$ cat src/rtl/mac_array_horner_ctrl_pkg.sv
// rtl/mac_array_horner_ctrl_pkg.sv - shared constants, FSM states and lane slicing for the Horner MAC sequencer
package gf_mac_pkg;

    localparam int NLANES = 9;

    typedef enum logic [1:0] {
        IDLE  = 2'd0,
        ISSUE = 2'd1,
        WAIT  = 2'd2,
        DONE  = 2'd3
    } state_t;

    // LSB of lane 'lane' inside a flat NLANES*width bus
    function automatic int lane_lsb(input int lane, input int width);
        return lane * width;
    endfunction

endpackage

$ cat src/rtl/mac_array_horner_ctrl_if.sv
// rtl/mac_array_horner_ctrl_if.sv - operand and result buses between the Horner sequencer and the 9-lane GF MAC array
interface mac_array_horner_ctrl_if #(
    parameter int M = 16
);
    import gf_mac_pkg::*;

    logic [NLANES*M-1:0] mac_multiplicand;
    logic [NLANES*M-1:0] mac_multiplier;
    logic [NLANES*M-1:0] mac_adder;
    logic [NLANES*M-1:0] mac_result;

    modport master (
        output mac_multiplicand,
        output mac_multiplier,
        output mac_adder,
        input  mac_result
    );

    modport slave (
        input  mac_multiplicand,
        input  mac_multiplier,
        input  mac_adder,
        output mac_result
    );

endinterface

$ cat src/rtl/mac_array_horner_ctrl_lane.sv
// rtl/mac_array_horner_ctrl_lane.sv - one Horner lane: point, accumulator, operand registers, result capture (ZERO_FLAG_EN adds zero flag)
module mac_horner_lane #(
    parameter int m = 16
) (
    input  logic         clk,
    input  logic         rst,
    input  logic         pt_we,
    input  logic [m-1:0] pt_data,
    input  logic         clr_acc,
    input  logic         issue,
    input  logic         capture,
    input  logic         final_step,
    input  logic [m-1:0] result,
    output logic [m-1:0] multiplicand,
    output logic [m-1:0] multiplier,
    output logic [m-1:0] eval_out
`ifdef ZERO_FLAG_EN
    ,
    output logic         zero_flag
`endif
);

    logic [m-1:0] point;
    logic [m-1:0] acc;

    always_ff @(posedge clk) begin
        if (rst) begin
            point        <= '0;
            acc          <= '0;
            multiplicand <= '0;
            multiplier   <= '0;
            eval_out     <= '0;
        end else begin
            if (pt_we) begin
                point <= pt_data;
            end
            if (clr_acc) begin
                acc <= '0;
            end else if (capture) begin
                acc <= result;
            end
            if (issue) begin
                multiplicand <= acc;
                multiplier   <= point;
            end
            // The final result is taken straight off the array so eval_out is valid in the DONE cycle
            if (final_step) begin
                eval_out <= result;
            end
        end
    end

`ifdef ZERO_FLAG_EN
    always_ff @(posedge clk) begin
        if (rst) begin
            zero_flag <= 1'b0;
        end else if (final_step) begin
            zero_flag <= (result == '0);
        end
    end
`endif

endmodule

$ cat src/rtl/mac_array_horner_ctrl.sv
// rtl/mac_array_horner_ctrl.sv - Horner-rule sequencer for the 9-lane GF(2^m) MAC array; ZERO_FLAG_EN adds zero_mask output
module mac_array_horner_ctrl
    import gf_mac_pkg::*;
#(
    parameter int m       = 16,
    parameter int DEG_W   = 8,
    parameter int MAC_LAT = 1
) (
    input  logic                   clk,
    input  logic                   rst,
    input  logic                   pt_we,
    input  logic [3:0]             pt_idx,
    input  logic [m-1:0]           pt_data,
    input  logic                   start,
    input  logic [DEG_W-1:0]       degree,
    output logic                   coef_req,
    input  logic                   coef_valid,
    input  logic [m-1:0]           coef_data,
    mac_array_horner_ctrl_if.master mac,
    output logic                   busy,
    output logic                   done,
    output logic [NLANES*m-1:0]    eval_out
`ifdef ZERO_FLAG_EN
    ,
    output logic [NLANES-1:0]      zero_mask
`endif
);

    localparam int WCW = (MAC_LAT > 1) ? $clog2(MAC_LAT) : 1;

    state_t           state;
    state_t           state_nx;
    logic [DEG_W-1:0] coef_cnt;
    logic [WCW-1:0]   wait_cnt;
    logic [m-1:0]     coef_reg;
    logic             accept_start;
    logic             issue_fire;
    logic             wait_last;
    logic             final_step;
    logic             pt_wr_en;

    assign accept_start = (state == IDLE) && start;
    assign issue_fire   = (state == ISSUE) && coef_valid;
    assign wait_last    = (state == WAIT) && (wait_cnt == '0);
    assign final_step   = wait_last && (coef_cnt == '0);
    // Points are frozen while a run is active; indices past the last lane are dropped
    assign pt_wr_en     = pt_we && (state == IDLE) && (pt_idx < 4'(NLANES));

    always_ff @(posedge clk) begin
        if (rst) begin
            state <= IDLE;
        end else begin
            state <= state_nx;
        end
    end

    always_comb begin
        state_nx = state;
        coef_req = 1'b0;
        busy     = (state != IDLE);
        done     = 1'b0;
        case (state)
            IDLE: begin
                if (start) begin
                    state_nx = ISSUE;
                end
            end
            ISSUE: begin
                coef_req = 1'b1;
                if (coef_valid) begin
                    state_nx = WAIT;
                end
            end
            WAIT: begin
                if (wait_cnt == '0) begin
                    state_nx = (coef_cnt == '0) ? DONE : ISSUE;
                end
            end
            DONE: begin
                done     = 1'b1;
                state_nx = IDLE;
            end
            default: state_nx = IDLE;
        endcase
    end

    // coef_cnt counts coefficients still to issue after the current one
    always_ff @(posedge clk) begin
        if (rst) begin
            coef_cnt <= '0;
            wait_cnt <= '0;
            coef_reg <= '0;
        end else begin
            if (accept_start) begin
                coef_cnt <= degree;
            end else if (wait_last && (coef_cnt != '0)) begin
                coef_cnt <= coef_cnt - 1'b1;
            end
            if (issue_fire) begin
                coef_reg <= coef_data;
                wait_cnt <= WCW'(MAC_LAT - 1);
            end else if ((state == WAIT) && (wait_cnt != '0)) begin
                wait_cnt <= wait_cnt - 1'b1;
            end
        end
    end

    assign mac.mac_adder = {NLANES{coef_reg}};

    for (genvar i = 0; i < NLANES; i++) begin : g_lane
        mac_horner_lane #(
            .m(m)
        ) u_lane (
            .clk          (clk),
            .rst          (rst),
            .pt_we        (pt_wr_en && (pt_idx == 4'(i))),
            .pt_data      (pt_data),
            .clr_acc      (accept_start),
            .issue        (issue_fire),
            .capture      (wait_last),
            .final_step   (final_step),
            .result       (mac.mac_result[lane_lsb(i, m) +: m]),
            .multiplicand (mac.mac_multiplicand[lane_lsb(i, m) +: m]),
            .multiplier   (mac.mac_multiplier[lane_lsb(i, m) +: m]),
            .eval_out     (eval_out[lane_lsb(i, m) +: m])
`ifdef ZERO_FLAG_EN
            ,
            .zero_flag    (zero_mask[i])
`endif
        );
    end

endmodule
$ cat src/flat_wrapper.sv
// flat-port wrapper written by rule: the top's interface ports become plain ports
module mac_array_horner_ctrl_flat import gf_mac_pkg::*;
#(
    parameter int m       = 16,
    parameter int DEG_W   = 8,
    parameter int MAC_LAT = 1
)
  (clk, rst, pt_we, pt_idx, pt_data, start, degree, coef_req, coef_valid, coef_data, busy, done, eval_out, mac_mac_multiplicand, mac_mac_multiplier, mac_mac_adder, mac_mac_result);
  mac_array_horner_ctrl_if mac_i ();
  input  logic clk;
  input  logic rst;
  input  logic pt_we;
  input  logic [3:0] pt_idx;
  input  logic [m-1:0] pt_data;
  input  logic start;
  input  logic [DEG_W-1:0] degree;
  output logic coef_req;
  input  logic coef_valid;
  input  logic [m-1:0] coef_data;
  output logic busy;
  output logic done;
  output logic [NLANES*m-1:0] eval_out;
  output wire logic [$bits(mac_i.mac_multiplicand)-1:0] mac_mac_multiplicand;
  output wire logic [$bits(mac_i.mac_multiplier)-1:0] mac_mac_multiplier;
  output wire logic [$bits(mac_i.mac_adder)-1:0] mac_mac_adder;
  input wire logic [$bits(mac_i.mac_result)-1:0] mac_mac_result;
  assign mac_mac_multiplicand = mac_i.mac_multiplicand;
  assign mac_mac_multiplier = mac_i.mac_multiplier;
  assign mac_mac_adder = mac_i.mac_adder;
  assign mac_i.mac_result = mac_mac_result;
  mac_array_horner_ctrl #(.m(m), .DEG_W(DEG_W), .MAC_LAT(MAC_LAT)) u_core (.clk(clk), .rst(rst), .pt_we(pt_we), .pt_idx(pt_idx), .pt_data(pt_data), .start(start), .degree(degree), .coef_req(coef_req), .coef_valid(coef_valid), .coef_data(coef_data), .mac(mac_i), .busy(busy), .done(done), .eval_out(eval_out));
endmodule
$ cat config.mk
export PLATFORM = sky130hd
export DESIGN_NAME = mac_array_horner_ctrl_flat
export DESIGN_NICKNAME = d
export VERILOG_FILES = /design/src/rtl/mac_array_horner_ctrl_pkg.sv /design/src/rtl/mac_array_horner_ctrl_if.sv /design/src/rtl/mac_array_horner_ctrl_lane.sv /design/src/rtl/mac_array_horner_ctrl.sv /design/src/flat_wrapper.sv
export SDC_FILE = /design/constraint.sdc
export NUM_CORES = 1
export LEC_CHECK = 0
export ABC_AREA = 1
export CORE_AREA = 10 10 292 294
export CTS_BUF_LIST = sky130_fd_sc_hd__clkbuf_4
export CTS_CLUSTER_SIZE = 20
export DETAILED_ROUTE_END_ITERATION = 16
export DIE_AREA = 0 0 302 304
export GPL_TIMING_DRIVEN = 0
export PLACE_DENSITY = 0.58
export SLEW_MARGIN = 15
export SYNTH_ARGS = -nofsm -noshare
export SYNTH_HDL_FRONTEND = slang
export SYNTH_SLANG_ARGS = --single-unit
$ cat constraint.sdc
create_clock -name clk -period 2.5 [get_ports clk]
set_input_delay 0.25 -clock clk [delete_from_list [all_inputs] [get_ports clk]]
set_output_delay 0.25 -clock clk [all_outputs]
set_load 0.01 [all_outputs]
==> run summary <==
most frequent cells in the layout: nand2_1, dfxtp_1, clkdlybuf4s50_1, nor2_1, a21oi_1
Vias per Instance: 4.66
DR vias: 27,800
Num CTS Buffers: 202
delay-heaviest family, CP: buffers and inverters
maximum clock frequency: 0.420 GHz
Clock transition at path regs: 60 ps
post-DP HPWL: 88,700 um
P_int: 21.6 mW
Yosys warnings: 0
Yosys top cell area share: 54.3%
DRT antenna net count: 0
DRT Wirelength: 120,000 um
DRC: 0
# port buffers: 754
critical path's largest stage delay: 550 ps
fillers: 7,914
sw frac: 30.2%
Post-DP Area: 36,400 sq um
Synth area leaders: dfxtp_1, nand2_1, nor2_1, a21oi_1, o21ai_0
TritonCTS Sinks: 747
normalized max-slew margin: 15.5%
most area-hungry cell type in the Yosys netlist: dfxtp_1
CP endpoint kind: output port
Distinct cells, synth: 28
Chip Height: 304 um
leakage power: 17.2 nW
minimum clock period: 2380 ps
Hold Crit Class: in2reg
Root Buffer: clkbuf_4
crit path kind: reg2out
Avg Inst Size Synth: 7.68 sq um
sequential fraction of the synthesis area: 54.3%
maximum net fanout on the critical path: 10
Starting Density: 34.6%
power per cell area: 751 nW/um^2
most common cell after layout, fill and taps aside: nand2_1
post-DR wirelength/cell: 20.1 um
Finished Core Util: 51.7%
Layout area overhead: 49.4%
synthesized area: 27,500 sq um
# IOs: 772
grt ovf: 0
share of layout cells above drive strength 1: 14.0%
status: completed
power share of the sequential group: 42.9%
post-synthesis net count: 3,783
Bufs on Longest Clock Path: 3
first-pass GRT wire length: 175,000 um
Worst EP arrival: 2130 ps
Max stage delay cell, worst path: clkdlybuf4s50_1
Hold Vio Cnt, Final: 0
pre-CTS setup slack: -12.2 ps
flop and latch count out of synthesis: 747
Max Cap Viol: 0
DRC marker count from the first detailed-route iteration: 1,520
cells after synthesis: 3,588
CORE AREA: 79,600 sq um
crit-path cells: buf_4 -> clkdlybuf4s50_1
gr usage total: 25.1%
NetSw: 9.33 mW
required time of the critical path: 2250 ps
Placer Congestion: 0.865
initial antenna violation count: 5
Clock Skews: 84.0 ps
H-tree depth: 4
total power: 30.9 mW
num rows: 104
vias in the first global route: 27,000
largest net degree at the start of global routing: 18
Worst-Margin Slew: 1270 ps
Design Area, Final: 41,200 sq um
final net count: 4,946
Die Area: 91,800 sq um
setup violators final: 0
Final WS setup: 121 ps
fin crit share: 95.1%
Peak VDD IR: 0.396 mV
clock tree from TritonCTS: built
crit path buf inv count: 2
placed insts: 5,402
Clk pwr share: 36.6%
combinational share of power: 20.5%
Max Slew Vio Count: 0
clock latency on the worst-skew pair: 1040 ps
Die W: 302 um
post-route insts no fill: 5,972
drt pass-1 iters: 5
crit path launch type: register
## timing repair
action,in CTS,in global routing
buffers inserted,16,0
hold buffers,189,0
gates resized for setup,120,1
endpoints found under the hold margin,448,0
setup endpoints to repair,148,1
## power groups by stage
stage | registers, mW | clock network (mW) | logic [mW]
4_1_cts | 13.2 | 11.6 | 6.40
5_1_grt | 13.3 | 12.3 | 6.87
6_report | 13.3 | 11.3 | 6.33
2_1_floorplan | 13.7 | 0 | 2.50
3_5_place_dp | 13.5 | 0 | 6.04
3_3_place_gp | 13.5 | 0 | 6.04
## cell type report
type	count	area [sq um]	area share, %
Buffer	394	2200	5.34
Inverter	110	415	1.01
Clock buffer	324	2430	5.91
Timing Repair Buffer	959	9540	23.2
Clock inverter	35	236	0.575
Sequential cell	747	15000	36.5
Multi-Input combinational cell	2337	9970	24.2
Tap cell	1060	1330	3.22
Antenna cell	6	15.0	0.0365
## cell families after synthesis
kind of cell	share of synthesized area (%)
and+or+nand+nor	22.5
AOI/OAI and AO/OA	13.7
DFF	54.3
buffers and inverters	9.48
adders and majority gates	0.0908
## cells in the mapped netlist (all sizes together)
master / number
nand2: 848
dfxtp: 747
nor2: 649
a21oi: 435
o21ai: 315
buf: 279
clkbuf: 115
inv: 110
nand4: 45
nand3: 38
ha: 2
or2: 2
nand3b: 1
nor3: 1
nor4: 1
## through the flow
step	TNS (ps)	hold slack [ps]
3_3_place_gp	-17.0	438
6_report	0	168
3_5_place_dp	-12.2	443
4_1_cts	0	38.7
5_1_grt	-2.49	146
2_1_floorplan	0	385
## tightest hold or removal path, cell delays in order
cell and delay [ps]:
clkdlybuf4s50_1 470, inv_1 110, nor3_2 100, nand3_1 100
a21oi_1 60
## routing by layer
metal / global-route usage [%] / share of wire [%] / up-vias / routed length (um)
met5: 0 / 0 / - / 0
met4: 8.20 / 2.6 / 0 / 3110
met3: 7.81 / 8.2 / 188 / 9890
met2: 42.2 / 48 / 909 / 57500
met1: 29.9 / 41 / 12900 / 49800
li1: - / - / 13800 / -
## path summary, 6_finish.rpt
path / from / endpoint / slack (ps) / cells past startpoint
max: u_core.coef_reg[7] / mac_mac_adder[71] / 120 / 2
min: pt_idx[3] / u_core.g_lane[8].u_lane.point[3] / 170 / 5
max reg2reg: u_core.coef_cnt[1] / u_core.g_lane[0].u_lane.eval_out[14] / 240 / 9
min reg2reg: u_core.g_lane[6].u_lane.acc[14] / u_core.g_lane[6].u_lane.multiplicand[14] / 440 / 2
Power figures use the tool's default switching activity.
